[src/rtl/mux_4to1_rr_stream_if.sv]
// Valid/ready bundle for the 4-lane round-robin stream merger: four input lanes, one merged output.
interface mux_4to1_rr_stream_if #(
  parameter int width = 32
) ();
  logic [width-1:0] i0, i1, i2, i3;
  logic             i0_valid, i1_valid, i2_valid, i3_valid;
  logic             i0_ready, i1_ready, i2_ready, i3_ready;
  logic [width-1:0] o;
  logic [1:0]       o_sel;
  logic             o_valid;
  logic             o_ready;

  // Producer lanes and downstream consumer side.
  modport master (
    output i0, i1, i2, i3, i0_valid, i1_valid, i2_valid, i3_valid, o_ready,
    input  i0_ready, i1_ready, i2_ready, i3_ready, o, o_sel, o_valid
  );

  // The merger itself.
  modport slave (
    input  i0, i1, i2, i3, i0_valid, i1_valid, i2_valid, i3_valid, o_ready,
    output i0_ready, i1_ready, i2_ready, i3_ready, o, o_sel, o_valid
  );
endinterface

[src/rtl/mux_4to1_rr_stream.sv]
// Merges four valid/ready lanes into one stream: per-beat round-robin grant feeding a
// one-deep registered output slice (full throughput, no valid->output combinational path).
module mux_4to1_rr_stream #(
  parameter int width = 32
) (
  input  logic                    clk,
  input  logic                    rst,
  mux_4to1_rr_stream_if.slave     bus
);

  logic [width-1:0] w_data [4];
  logic [3:0]       w_valid;
  logic [3:0]       w_ready;
  logic [1:0]       w_grant;
  logic             w_any_req;
  logic             w_load_en;

  logic [1:0]       r_last;
  logic [width-1:0] r_o;
  logic [1:0]       r_o_sel;
  logic             r_o_valid;

  assign w_data[0] = bus.i0;
  assign w_data[1] = bus.i1;
  assign w_data[2] = bus.i2;
  assign w_data[3] = bus.i3;
  assign w_valid   = {bus.i3_valid, bus.i2_valid, bus.i1_valid, bus.i0_valid};

  // First valid lane searching last+1 .. last+4, wrapping on the 2-bit index.
  function automatic logic [1:0] rr_pick(input logic [1:0] last, input logic [3:0] valid);
    logic [1:0] idx;
    logic       found;
    rr_pick = 2'd0;
    found   = 1'b0;
    idx     = last;
    for (int k = 0; k < 4; k++) begin
      idx = idx + 2'd1;
      if (!found && valid[idx]) begin
        rr_pick = idx;
        found   = 1'b1;
      end
    end
  endfunction

  always_comb w_grant = rr_pick(r_last, w_valid);

  assign w_any_req = |w_valid;
  assign w_load_en = !r_o_valid || bus.o_ready;

  // NOTE: default every always_comb output first so no latch is inferred.
  always_comb begin
    w_ready = '0;
    if (!rst && w_load_en && w_any_req) w_ready[w_grant] = 1'b1;
  end

  assign bus.i0_ready = w_ready[0];
  assign bus.i1_ready = w_ready[1];
  assign bus.i2_ready = w_ready[2];
  assign bus.i3_ready = w_ready[3];

  // NOTE: state uses non-blocking assignments so every register samples pre-edge values.
  always_ff @(posedge clk or posedge rst) begin
    if (rst) begin
      // NOTE: the data register is reset too, so o reads 0 right after reset.
      r_o       <= '0;
      r_o_sel   <= 2'b00;
      r_o_valid <= 1'b0;
      r_last    <= 2'b11;
    end else if (w_load_en) begin
      if (w_any_req) begin
        r_o       <= w_data[w_grant];
        r_o_sel   <= w_grant;
        r_o_valid <= 1'b1;
        r_last    <= w_grant;
      end else begin
        r_o_valid <= 1'b0;
      end
    end
  end

  assign bus.o       = r_o;
  assign bus.o_sel   = r_o_sel;
  assign bus.o_valid = r_o_valid;

endmodule

[src/flat_wrapper.sv]
// flat-port wrapper written by rule: the top's interface ports become plain ports
module mux_4to1_rr_stream_flat 
#(
  parameter int width = 32
)
  (clk, rst, bus_i0, bus_i1, bus_i2, bus_i3, bus_i0_valid, bus_i1_valid, bus_i2_valid, bus_i3_valid, bus_o_ready, bus_i0_ready, bus_i1_ready, bus_i2_ready, bus_i3_ready, bus_o, bus_o_sel, bus_o_valid);
  mux_4to1_rr_stream_if #(.width(width)) bus_i ();
  input  logic clk;
  input  logic rst;
  input wire logic [$bits(bus_i.i0)-1:0] bus_i0;
  input wire logic [$bits(bus_i.i1)-1:0] bus_i1;
  input wire logic [$bits(bus_i.i2)-1:0] bus_i2;
  input wire logic [$bits(bus_i.i3)-1:0] bus_i3;
  input wire logic [$bits(bus_i.i0_valid)-1:0] bus_i0_valid;
  input wire logic [$bits(bus_i.i1_valid)-1:0] bus_i1_valid;
  input wire logic [$bits(bus_i.i2_valid)-1:0] bus_i2_valid;
  input wire logic [$bits(bus_i.i3_valid)-1:0] bus_i3_valid;
  input wire logic [$bits(bus_i.o_ready)-1:0] bus_o_ready;
  output wire logic [$bits(bus_i.i0_ready)-1:0] bus_i0_ready;
  output wire logic [$bits(bus_i.i1_ready)-1:0] bus_i1_ready;
  output wire logic [$bits(bus_i.i2_ready)-1:0] bus_i2_ready;
  output wire logic [$bits(bus_i.i3_ready)-1:0] bus_i3_ready;
  output wire logic [$bits(bus_i.o)-1:0] bus_o;
  output wire logic [$bits(bus_i.o_sel)-1:0] bus_o_sel;
  output wire logic [$bits(bus_i.o_valid)-1:0] bus_o_valid;
  assign bus_i.i0 = bus_i0;
  assign bus_i.i1 = bus_i1;
  assign bus_i.i2 = bus_i2;
  assign bus_i.i3 = bus_i3;
  assign bus_i.i0_valid = bus_i0_valid;
  assign bus_i.i1_valid = bus_i1_valid;
  assign bus_i.i2_valid = bus_i2_valid;
  assign bus_i.i3_valid = bus_i3_valid;
  assign bus_i.o_ready = bus_o_ready;
  assign bus_i0_ready = bus_i.i0_ready;
  assign bus_i1_ready = bus_i.i1_ready;
  assign bus_i2_ready = bus_i.i2_ready;
  assign bus_i3_ready = bus_i.i3_ready;
  assign bus_o = bus_i.o;
  assign bus_o_sel = bus_i.o_sel;
  assign bus_o_valid = bus_i.o_valid;
  mux_4to1_rr_stream #(.width(width)) u_core (.clk(clk), .rst(rst), .bus(bus_i));
endmodule
[config.mk]
export PLATFORM = sky130hd
export DESIGN_NAME = mux_4to1_rr_stream_flat
export DESIGN_NICKNAME = d
export VERILOG_FILES = /design/src/rtl/mux_4to1_rr_stream_if.sv /design/src/rtl/mux_4to1_rr_stream.sv /design/src/flat_wrapper.sv
export SDC_FILE = /design/constraint.sdc
export NUM_CORES = 1
export LEC_CHECK = 0
export BUFFER_PORTS_ARGS = -buffer_cell sky130_fd_sc_hd__buf_2
export CAP_MARGIN = 30
export CORE_UTILIZATION = 35
export CTS_BUF_LIST = sky130_fd_sc_hd__clkbuf_2
export CTS_CLUSTER_SIZE = 10
export DETAILED_ROUTE_END_ITERATION = 8
export GPL_ROUTABILITY_DRIVEN = 1
export GPL_TIMING_DRIVEN = 1
export PLACE_DENSITY = 0.7
export SYNTH_ARGS = -nofsm -noshare
export SYNTH_HDL_FRONTEND = slang
export SYNTH_SLANG_ARGS = --single-unit
[constraint.sdc]
create_clock -name clk -period 2.21 [get_ports clk]
set_input_delay 0.442 -clock clk [delete_from_list [all_inputs] [get_ports clk]]
set_output_delay 0.442 -clock clk [all_outputs]
set_load 0.03 [all_outputs]
Word-level counts from Yosys, hierarchy flattened
Cells that the tools add are included.

storage, ports and cells
  register bits after elaboration = 37
  latch bits = 0
  RAM bits = 0
  bits in read-only memories = 0
  input port bits = 135
  output and inout port bits = 39
  word-level logic and storage cells = 52
  memories = 0

operators by class
  add/subtract/negate cells = 4
  multiply operators = 0
  div/mod/pow operators = 0
  order comparisons = 7
  eq/ne operators = 0
  shifts and indexed selects = 0
  multiplexer cells = 22
  bitwise gates (word level) = 1
  reduce and logical (&&, ||, !) cells = 14

operators with widths
  cell                   number
  $bmux W32 S2           1
  $mux W32               2
  $lt A2 B3 Y1 const B   5
  $mux W1                9
  $add A2 B1 Y2 const B  4
  $bmux W1 S2            4
  $mux W2                4
  $logic_and A1 B1 Y1    6
  $logic_not A1 Y1       5
  $mux W4                1
  $reduce_or A4 Y1       1
  $ge A3 B3 Y1 const B   1
  $not A2 Y3             1
  $demux W1 S2           1
  $ge A2 B1 Y1 const B   1
  $reduce_and A2 Y1      1
  $logic_or A1 B1 Y1     1

Logic depth before layout (Yosys ltp)
  depth after elaboration = 18
  mapped depth = 8
  gate-level depth less buffers = 5

Worst setup path before layout
OpenSTA, ideal clock, no wires.

  path type = input -> output
  start point = in bus_i3_valid
  end point = out bus_i1_ready
  arrival time = 1.852 ns
  required time = 1.768 ns
  slack = -0.084 ns
  cell stages on the path = 6
  buffers on the path = 2
  path through = buf_4 nor2_2 a21oi_1 o21ai_2 clkbuf_1 and3_1

on the way
  longest elaborated chain between the ends = 17
  elaborated cells on any way between the ends = 29
  those cells by class = 2 x order compare; 18 x mux; 9 x reduce/logical

RTL lines
  element                                                                    RTL line                  source
  start: declaration                                                         flat_wrapper.sv:17        input wire logic [$bits(bus_i.i3_valid)-1:0] bus_i3_valid;
  $bmux W1 S2                                                                mux_4to1_rr_stream.sv:38  if (!found && valid[idx]) begin
  $mux W1 (not written as such)                                              mux_4to1_rr_stream.sv:38
  $mux W1                                                                    mux_4to1_rr_stream.sv:38
  $logic_not A1 Y1                                                           mux_4to1_rr_stream.sv:38
  $logic_and A1 B1 Y1                                                        mux_4to1_rr_stream.sv:38
  $mux W1                                                                    mux_4to1_rr_stream.sv:38
  $logic_not A1 Y1                                                           mux_4to1_rr_stream.sv:38
  $logic_and A1 B1 Y1                                                        mux_4to1_rr_stream.sv:38
  $mux W1                                                                    mux_4to1_rr_stream.sv:38
  $logic_not A1 Y1                                                           mux_4to1_rr_stream.sv:38
  $logic_and A1 B1 Y1                                                        mux_4to1_rr_stream.sv:38
  $mux W2                                                                    mux_4to1_rr_stream.sv:38
  $lt A2 B3 Y1 (not written as such) / $ge A2 B1 Y1 (equally long branches)  mux_4to1_rr_stream.sv:53  if (!rst && w_load_en && w_any_req) w_ready[w_grant] = 1'b1;
  $logic_and A1 B1 Y1 (not written as such)                                  mux_4to1_rr_stream.sv:53
  $mux W1 (not written as such)                                              mux_4to1_rr_stream.sv:53
  $demux W1 S2                                                               n/a
  $mux W4 *                                                                  mux_4to1_rr_stream.sv:53
  end: declaration                                                           flat_wrapper.sv:20        output wire logic [$bits(bus_i.i1_ready)-1:0] bus_i1_ready;

Mark *: on every way between the ends. The rest lies on a longest branch, timed or not. The select of a mux whose other input is x is not followed.

Worst setup path after layout
  start point = reg u_core.r_last[0]
  end point = out bus_i3_ready

on the way
  longest elaborated chain between the ends = 18
  elaborated cells on any way between the ends = 31
  those cells by class = 4 x add/sub; 2 x order compare; 18 x mux; 7 x reduce/logical

RTL lines
  element                                                                    RTL line                  source
  start: declaration                                                         mux_4to1_rr_stream.sv:18  logic [1:0] r_last;
  start signal: assignment                                                   mux_4to1_rr_stream.sv:74  r_last <= w_grant;
  $add A2 B1 Y2 *                                                            mux_4to1_rr_stream.sv:37  idx = idx + 2'd1;
  parallel branches: the longest is 11 deep, another holds $add A2 B1 Y2     n/a
  $mux W2 *                                                                  mux_4to1_rr_stream.sv:38
  $lt A2 B3 Y1 (not written as such) / $ge A2 B1 Y1 (equally long branches)  mux_4to1_rr_stream.sv:53
  $logic_and A1 B1 Y1 (not written as such)                                  mux_4to1_rr_stream.sv:53
  $mux W1 (not written as such)                                              mux_4to1_rr_stream.sv:53
  $demux W1 S2 *                                                             n/a
  $mux W4 *                                                                  mux_4to1_rr_stream.sv:53
  end: declaration                                                           flat_wrapper.sv:22        output wire logic [$bits(bus_i.i3_ready)-1:0] bus_i3_ready;

Mark *: on every way between the ends. The select of a mux whose other input is x is not followed.

==> results.toml <==
[die]
start_util_pct = 36.7
fp-row-count = 30
ioPinCount = 174
die_area_um2 = 7550
fp.dieH_um = 86.9
die_width_um = 86.9
core_area_um2 = 6870

[clock_network]
htree_levels = 2
numCtsBuffers = 5
clock_sinks = 37
clock_latency_ps = 370
cts_tree = "done"
cts_buffer_depth = 2
clockRootBuffer = "clkbuf_2"
clkTransAtPathRegs_ps = 210

[worst_setup_path]
cp_slowest_cell = "dfstp_2"
crit_family = "flip-flops"
cp_data_required_time_ps = 1770
setup.worst_path.end_class = "output port"
max_stage_delay_ps = 600
r2r-end = "u_core.bus.o[25]"
worst-path-max-fanout = 3
arrival_ps = 1760
crit_chain = "nor2b_1, o21bai_1, a21boi_1, and3_1, buf_6"
cp-start-kind = "register"
crit-reg2reg-launch = "u_core.r_last[1]"
critPathKind = "register to output port"
r2r_slack_ps = 90
rr_worst_depth = 7
crit_buf_inv = 1

[timing]
fin_skew_ps = 8.06
max_freq_ghz = 0.453
worst_pin_slew_ps = 392
timing.slew.headroom_pct = 73.9
drv_slew = 0
whs_ps = 98.1
fin_crit_sh_pct = 99.8
worst_slack_ps = 4.84
setup_viol_count_final = 0
layout_min_cycle_time_ps = 2210
rsz0062_at_grt = "yes"
hold_viol_final = 0

[grt]
grt_pass1_vias = 2879
grt.total_usage_pct = 23.7
overflow = 0
antenna_found_initial = 0
grt_pass1_wl_mm = 13.8
grt_max_degree = 35

[yosys]
synth_top_family_by_area = "compound AO/OA/AOI/OAI gates"
ys_types = 40
synth_flop_cell = "dfrtp_1"
syn_area_um2 = 2520
ys_seq_area_share_pct = 36.8
synthAdderAreaFrac_pct = 0
ys_seq_elements = 37
async_flop_share_pct = 100
synthSimpleGateAreaFrac_pct = 18.0
syn_avg_cell_area_um2 = 8.38
synth_cells = 301
synth-xor-area-share_pct = 0
synth-edff-count = 0
ys_warn_count = 0
synth_nets = 436
synth_compound_area_share_pct = 32.2
synth.mux.area_fraction_pct = 2.43

[placed_design]
io_buffer_count = 173
dpl_worst_slack_ps = 125
dp_hpwl_mm = 6.62
gp_congestion = 0.859

[route]
first_pass_iters = 4
via_per_inst = 5.36
vias = 3094
wire_per_inst_um = 15.9
drc = 0
drt_wl_total_mm = 9.15
drtIter0Drc = 154
ant_nets = 0

[run_status]
status = "finished clean"

[cells_and_area]
fill_cells = 688
regArea_um2 = 928
nets = 615
layout-drive-gt1-share_pct = 49.3
fin_util_pct = 54.4
mostFrequentLayoutCells = "buf_2 (169), nor2_1 (37), dfrtp_1 (35)"
final_common_cell = "buf_2"
multi_input_area_um2 = 1410
areaGrowthSynthToFinish_pct = 48.1
num_antenna_cells = 0

[power]
intPower_w = 0.00152
leakagePower_nw = 1.84
ir_drop_mv = 0.415
p_switching_w = 0.00136
p_comb_share_pct = 55.8
power.density_nw_per_um2 = 771
p_clk_share_pct = 11.0
seqPwrFrac_pct = 33.2
total_power_w = 0.00288
switching_share_pct = 47.2

[min_path]
hold_class = "primary input to asynchronous set/reset pin"

[run]
max-cap-violations = 0
[worst reg2reg max path, delay by kind of cell, from the launching register on]
| family | cells | cell delay, ps |
|---|---|---|
| compound gates | 3 | 470 |
| flops | 1 | 670 |
| mux | 1 | 230 |
| buf+inv | 2 | 320 |
| simple gates | 1 | 320 |
[cells in the mapped netlist (all sizes together), types with 5 or more instances]
| cell | number | area share [%] |
|---|---|---|
| nand2 | 5 | 0.74 |
| a31oi | 27 | 6.7 |
| mux2i | 5 | 2.0 |
| dfrtp | 35 | 35 |
| a21oi | 32 | 6.3 |
| o21ai | 7 | 1.5 |
| nor2 | 39 | 5.9 |
| a221oi | 31 | 11 |
| nor4 | 27 | 8.2 |
| buf | 13 | 3.9 |
| o22ai | 5 | 1.2 |
| inv | 29 | 4.3 |
| clkbuf | 16 | 2.4 |
[state kept, by name (all words and copies together) (netlist names)]
name / flops
u_core.r_last: 2
u_core.bus.o: 32
u_core.bus.o_sel: 2
u_core.bus.o_valid: 1
[metal layers]
metal	wire length [µm]	GRT usage (%)	part of all wire, %
met5	0	0	0
met4	65	5.30	0.71
met2	4710	43.1	52
met3	651	4.45	7.1
met1	3720	28.8	41
[area by class of cell]
| cell class | instances | area share (%) |
|---|---|---|
| multi-input cells | 206 | 37.6 |
| well taps | 96 | 3.21 |
| flip-flops and latches | 37 | 24.8 |
| inverters | 29 | 2.91 |
| clock buffers | 5 | 0.669 |
| clock inverters | 3 | 0.469 |
| repair buffers | 201 | 30.3 |
[through the flow]
stage	setup TNS [ps]	std cells	instance area, µm²
finish	0	577	3740
global route	-241	577	3740
CTS	-103	573	3650
detailed placement	0	561	3560
global placement	0	561	3560
floorplan	-29.7	301	2530
[kinds of logic (layout without fill, tap and decap cells)]
| group | count (synthesis) | count (layout) |
|---|---|---|
| buffers and inverters | 58 | 238 |
| AO/OA/AOI/OAI | 116 | 116 |
| AND/OR/NAND/NOR | 84 | 84 |
| flip-flops | 37 | 37 |
| multiplexers | 6 | 6 |
[power groups by stage]
stage	clock (W)	combinational (W)	sequential [W]
floorplan	0	0.000707	0.00128
global placement	0	0.00150	0.000973
detailed placement	0	0.00153	0.000975
CTS	0.000334	0.00157	0.000952
global route	0.000365	0.00173	0.000977
finish	0.000318	0.00161	0.000957
[how the worst max path moves through the flow]
| stage | from | end | slack (ps) | cells after the start |
|---|---|---|---|---|
| after floorplan | bus_i3_valid | bus_i1_ready | -30 | 6 |
| after global placement | u_core.r_last[1] | u_core.bus.o[17] | 170 | 5 |
| after detailed placement | bus_i1_valid | u_core.bus.o[4] | 130 | 7 |
| after CTS | u_core.r_last[1] | bus_i2_ready | -50 | 4 |
| after global routing | u_core.r_last[0] | bus_i3_ready | -90 | 5 |
| final | u_core.r_last[0] | bus_i3_ready | 5 | 5 |
[what timing repair did]
item                                   in CTS  in global routing
pin swaps                                   0                  6
endpoints found under the hold margin       7                  0
buffers inserted                            3                  4
hold buffers                                1                  0
setup endpoints to repair                   4                 23
resized for setup                           7                 20
(Power assumes the default switching activity.)
